<file path="src/rtl/ram_init_seq_pkg.sv">
// Shared types for the RAM init sequencer: FSM state encoding and fill-pattern codes.
package ram_init_pkg;

  typedef enum logic [1:0] {
    ST_START,
    ST_IDLE,
    ST_FILL,
    ST_DONE
  } state_t;

  localparam logic [1:0] PAT_ADDR  = 2'd0;
  localparam logic [1:0] PAT_CONST = 2'd1;
  localparam logic [1:0] PAT_ZERO  = 2'd2;
  localparam logic [1:0] PAT_NADDR = 2'd3;

endpackage

</file>
<file path="src/rtl/ram_init_seq_sdp_core.sv">
// Simple-dual-port storage: one write port, one registered read port,
// selectable read-during-write behaviour and out-of-range address guarding.
module ram_sdp_core #(
  parameter int DATA_W  = 8,
  parameter int DEPTH   = 32,
  parameter int RDW_NEW = 0,
  localparam int ADDR_W = $clog2(DEPTH)
) (
  input  logic              clk,
  input  logic              rst_n,
  input  logic              i_we,
  input  logic [ADDR_W-1:0] i_waddr,
  input  logic [DATA_W-1:0] i_wdata,
  input  logic              i_re,
  input  logic [ADDR_W-1:0] i_raddr,
  output logic [DATA_W-1:0] o_rdata,
  output logic              o_rvalid
);

  logic [DATA_W-1:0] r_mem [DEPTH];
  logic [DATA_W-1:0] r_rdata;
  logic              r_rvalid;
  logic              w_waddr_ok;
  logic              w_raddr_ok;
  logic              w_wr_en;

  // Range checks only exist when DEPTH leaves unused address codes.
  if (DEPTH == (1 << ADDR_W)) begin : g_full
    assign w_waddr_ok = 1'b1;
    assign w_raddr_ok = 1'b1;
  end else begin : g_part
    localparam logic [ADDR_W-1:0] LAST = ADDR_W'(DEPTH - 1);
    assign w_waddr_ok = (i_waddr <= LAST);
    assign w_raddr_ok = (i_raddr <= LAST);
  end

  assign w_wr_en = i_we && w_waddr_ok;

  always_ff @(posedge clk) begin
    if (w_wr_en) r_mem[i_waddr] <= i_wdata;
  end

  always_ff @(posedge clk or negedge rst_n) begin
    if (!rst_n) begin
      r_rdata  <= '0;
      r_rvalid <= 1'b0;
    end else begin
      r_rvalid <= i_re;
      if (i_re) begin
        if (!w_raddr_ok)
          r_rdata <= '0;
        else if ((RDW_NEW != 0) && w_wr_en && (i_waddr == i_raddr))
          r_rdata <= i_wdata;
        else
          r_rdata <= r_mem[i_raddr];
      end
    end
  end

  assign o_rdata  = r_rdata;
  assign o_rvalid = r_rvalid;

endmodule

</file>
<file path="src/rtl/ram_init_seq.sv">
// Simple-dual-port RAM with a hardware fill sequencer that runs after reset
// or on request, writing one pattern word per cycle while user access is blocked.
module ram_init_seq
  import ram_init_pkg::*;
#(
  parameter int DATA_W        = 8,
  parameter int DEPTH         = 32,
  parameter int INIT_ON_RESET = 1,
  parameter int INIT_MODE_RST = 0,
  parameter int RDW_NEW       = 0,
  localparam int ADDR_W       = $clog2(DEPTH)
) (
  input  logic              clk,
  input  logic              rst_n,
  input  logic              init_req,
  input  logic [1:0]        init_mode,
  input  logic [DATA_W-1:0] init_value,
  output logic              init_busy,
  output logic              init_done,
  input  logic              we,
  input  logic [ADDR_W-1:0] waddr,
  input  logic [DATA_W-1:0] wdata,
  input  logic              re,
  input  logic [ADDR_W-1:0] raddr,
  output logic [DATA_W-1:0] rdata,
  output logic              rvalid
);

  localparam logic [ADDR_W-1:0] CNT_LAST = ADDR_W'(DEPTH - 1);

  state_t            r_state, w_next;
  logic [ADDR_W-1:0] r_cnt;
  logic [1:0]        r_mode;
  logic [DATA_W-1:0] r_value;
  logic              w_busy, w_done;
  logic [DATA_W-1:0] w_pat;

  always_ff @(posedge clk or negedge rst_n) begin
    if (!rst_n) begin
      r_state <= ST_START;
      r_cnt   <= '0;
      r_mode  <= 2'(INIT_MODE_RST);
      r_value <= '0;
    end else begin
      r_state <= w_next;
      if ((r_state == ST_IDLE) && init_req) begin
        r_mode  <= init_mode;
        r_value <= init_value;
        r_cnt   <= '0;
      end else if (r_state == ST_FILL) begin
        r_cnt <= (r_cnt == CNT_LAST) ? '0 : r_cnt + 1'b1;
      end
    end
  end

  always_comb begin
    w_next = r_state;
    w_busy = 1'b0;
    w_done = 1'b0;
    case (r_state)
      ST_START: w_next = (INIT_ON_RESET != 0) ? ST_FILL : ST_IDLE;
      ST_IDLE:  if (init_req) w_next = ST_FILL;
      ST_FILL: begin
        w_busy = 1'b1;
        if (r_cnt == CNT_LAST) w_next = ST_DONE;
      end
      ST_DONE: begin
        w_done = 1'b1;
        w_next = ST_IDLE;
      end
      default: w_next = ST_START;
    endcase
  end

  always_comb begin
    w_pat = '0;
    case (r_mode)
      PAT_ADDR:  w_pat = DATA_W'(r_cnt);
      PAT_CONST: w_pat = r_value;
      PAT_ZERO:  w_pat = '0;
      PAT_NADDR: w_pat = ~DATA_W'(r_cnt);
      default:   w_pat = '0;
    endcase
  end

  assign init_busy = w_busy;
  assign init_done = w_done;

  // The fill engine owns the write port while busy; user reads are squashed.
  ram_sdp_core #(
    .DATA_W  (DATA_W),
    .DEPTH   (DEPTH),
    .RDW_NEW (RDW_NEW)
  ) u_core (
    .clk      (clk),
    .rst_n    (rst_n),
    .i_we     (w_busy | we),
    .i_waddr  (w_busy ? r_cnt : waddr),
    .i_wdata  (w_busy ? w_pat : wdata),
    .i_re     (re & ~w_busy),
    .i_raddr  (raddr),
    .o_rdata  (rdata),
    .o_rvalid (rvalid)
  );

endmodule

</file>
<file path="config.mk">
export PLATFORM = sky130hd
export DESIGN_NAME = ram_init_seq
export DESIGN_NICKNAME = d
export VERILOG_FILES = /design/src/rtl/ram_init_seq_pkg.sv /design/src/rtl/ram_init_seq_sdp_core.sv /design/src/rtl/ram_init_seq.sv
export SDC_FILE = /design/constraint.sdc
export NUM_CORES = 1
export LEC_CHECK = 0
export BUFFER_PORTS_ARGS = -buffer_cell sky130_fd_sc_hd__buf_2
export CAP_MARGIN = 20
export CELL_PAD_IN_SITES_DETAIL_PLACEMENT = 0
export CELL_PAD_IN_SITES_GLOBAL_PLACEMENT = 2
export CORE_UTILIZATION = 30
export CTS_BUF_LIST = sky130_fd_sc_hd__clkbuf_2
export DETAILED_ROUTE_END_ITERATION = 8
export GPL_TIMING_DRIVEN = 0
export PLACE_DENSITY = 0.59
export REMOVE_ABC_BUFFERS = 1
export SLEW_MARGIN = 10
export SYNTH_ARGS = -nofsm -noshare
export SYNTH_HDL_FRONTEND = slang
export SYNTH_SLANG_ARGS = --single-unit
</file>
<file path="constraint.sdc">
create_clock -name clk -period 2.7 [get_ports clk]
set_input_delay 0.27 -clock clk [delete_from_list [all_inputs] [get_ports clk]]
set_output_delay 0.27 -clock clk [all_outputs]
set_load 0.01 [all_outputs]
</file>
==> run metrics <==
outcome=completed; Filler cells=3641; HPWL after detailed placement=16700 um; Mapped Avg Cell Area=16.3 um2; 1st-pass router iterations=4; core footprint=37800 um2; reg2reg start=r_state[1]; ys flop type=edfxtp_1; Slew HR=0.380; Hold WC Path Type=in2reg; register area share after synthesis=0.721; hold path start=waddr[4]; synth warn=0; Sink Count=282; P_int=9.05 mW; cts bufs inserted=75; Post-Syn Area=11600 um2; hold depth=4; Final Core Density=0.356; CP Data Required Time=3.17 ns; I/O Buffers=43; hold_ws=0.107 ns; Area Overhead vs Synth=16.3%; Post-Synthesis Cells=709; most frequent cell after synthesis=edfxtp_1; die width=198 um; vias in the first global route=6729; chip height=198 um; CTS tree=done; critical path class=reg2reg; ys async rst share=0.0922; Sequential Power Share=0.510; crit path DAT=3.13 ns; FP Rows=71; Total Nets Final=856; cell leakage power=4.93 nW; Hold EP=u_core.r_mem[7][6]; Pwr Total=13.8 mW; clk slew on worst S/H paths=0.10 ns; worst slew pin tran=0.926 ns; Worst setup SP type=flip-flop; Root Driver=clkbuf_2; WP buf/inv=1; clk_lat worst skew=0.90 ns; CTS H-Tree Depth=3; Setup Viol. Count Final=0; multi-input combinational cell area=3080 um2; register cell area after layout=8340 um2; Slowest Stage Delay on Critical Path=0.65 ns; EDFF count, synth=256; drt drc=0; first-pass GRT wire length=40700 um; # IOs=44; Worst path slowest cell=nor2_1; post-synth top area share=0.665; postcts setup bufs=0; Sw Share=0.346; Comb power frac=0.271; fmax=0.376 GHz; largest net degree at the start of global routing=85; CP max FO=18; r2r setup slk=0.04 ns; skew final=0.110 ns; Iter 0 DRT Violations=363; Final Hold Vio Count=0; Cell variety after synth=39; list of most frequent post-synthesis cells=edfxtp_1 (256), mux2i_1 (129), nand2_1 (39), nor2_1 (39), a22oi_1 (32); RSZ-0062 raised after global routing=yes; global route total overflow=0; count of pins over their slew limit=0; synth top area cells=edfxtp_1 (66%), mux2i_1 (11%), dfrtp_1 (5.6%), a22oi_1 (2.1%), nand2_1 (1.3%); DR vias=6478; gr usage total=0.145; routed vias/inst=4.68; routability cong.=0.760; clk buf depth=3; post-DR wirelength/cell=19.8 um; fin crit period=2.66 ns; NetSw=4.78 mW; FF+latch count, synth=282; Post-Route WL=27400 um; Clk pwr share=0.219; family with the most delay on the worst path=simple AND/OR/NAND/NOR gates; R2R depth=5; TNS Setup=0 ns; Worst R2R End=u_core.r_mem[4][4]; DRT antenna net count=0; Crit. End Element=flip-flop; worst-path cell chain=nand2b_4 -> clkinv_1 -> o31ai_1 -> nand2_1 -> nor2_1; pwr dens=1030 nW/um2; Initial Util=0.306; Die ar.=39300 um2; biggest area consumer among synthesized cells=edfxtp_1; worst IR drop on VDD=0.607 mV; number of max-cap violations=0; Final Cycle Share=0.985; fraction of layout cells with a size suffix above 1=0.252; initial antenna violation count=2
[how the worst max path moves through the flow]
| stage | cells past startpoint | slack, ns | end | startpoint |
|---|---|---|---|---|
| floorplan | 2 | -0.15 | u_core.r_mem[0][5] | r_state[0] |
| global placement | 2 | -2.53 | u_core.r_mem[25][6] | r_state[0] |
| detailed placement | 5 | -0.70 | u_core.r_mem[5][5] | r_state[0] |
| CTS | 4 | 0.01 | u_core.r_mem[25][4] | r_state[0] |
| global route | 5 | -0.21 | u_core.r_mem[6][7] | r_state[0] |
| finish | 5 | 0.04 | u_core.r_mem[4][4] | r_state[1] |
[metal layers]
| metal | vias to the layer above | track usage | wire length (um) |
|---|---|---|---|
| met5 | - | 0 | 0 |
| met4 | 0 | 0.0646 | 757 |
| met3 | 51 | 0.0346 | 1300 |
| met2 | 184 | 0.226 | 12600 |
| met1 | 3200 | 0.191 | 12800 |
| li1 | 3043 | - | - |
[final cells by class]
class,count,area share
antenna,2,0.000372
clock buffer,101,0.0376
clock inverter,27,0.0147
inverter,11,0.00307
multi-input combinational,378,0.229
sequential,282,0.620
tap,511,0.0476
timing repair buffer,73,0.0478
[registers in the layout, indices dropped and copies added, names as in the netlist]
register	cells
u_core.r_mem	256
r_mode	2
r_cnt	5
r_state	2
u_core.o_rdata	8
r_value	8
u_core.o_rvalid	1
[cell usage in the layout (no fill, tap or decap), types with 16 or more instances in the layout]
cell and instances:
a21oi_1 26, a22o_1 16, nor2_1 25, clkbuf_2 101
edfxtp_1 256, dlygate4sd3_1 20, clkinv_1 17, buf_2 42
a22oi_1 32, dfrtp_1 26, nand2_1 39, mux2i_1 129
[worst register-to-register path: cells and delay by family (launching register included)]
kind | cells | cell delay (ns)
flops | 1 | 0.49
compound gates | 1 | 0.38
simple gates | 3 | 1.15
buf+inv | 1 | 0.30
[metrics by stage]
stage / area, um2 / cells / worst slack, ns
2_1_floorplan: 11300 / 670 / -0.151
3_3_place_gp: 12200 / 1224 / -2.53
3_5_place_dp: 12500 / 1233 / -0.702
4_1_cts: 13400 / 1383 / 0.0112
5_1_grt: 13400 / 1385 / -0.214
6_report: 13400 / 1385 / 0.0407
[what timing repair did]
| item | in CTS | in global routing |
|---|---|---|
| resized for setup | 5 | 9 |
| hold endpoints to repair | 164 | 0 |
| gates cloned | 1 | 0 |
| endpoints found under the setup margin | 257 | 94 |
| hold buffers | 21 | 0 |
[power groups by stage]
| stage | combinational [mW] | sequential, mW | clock (mW) |
|---|---|---|---|
| 6_report | 3.74 | 7.05 | 3.03 |
| 5_1_grt | 4.10 | 7.14 | 3.38 |
| 4_1_cts | 3.79 | 7.07 | 3.17 |
| 3_5_place_dp | 3.71 | 7.16 | 0 |
| 3_3_place_gp | 3.06 | 7.18 | 0 |
| 2_1_floorplan | 1.86 | 7.14 | 0 |
[kinds of logic after synthesis]
family / count (synthesis) / synth area share
compound gates: 132 / 0.0897
fa+ha+maj: 2 / 0.00216
buf+inv: 50 / 0.0256
flops: 282 / 0.721
mux: 140 / 0.122
simple gates: 103 / 0.0389
Note: power is estimated with default switching activity, not from simulation.
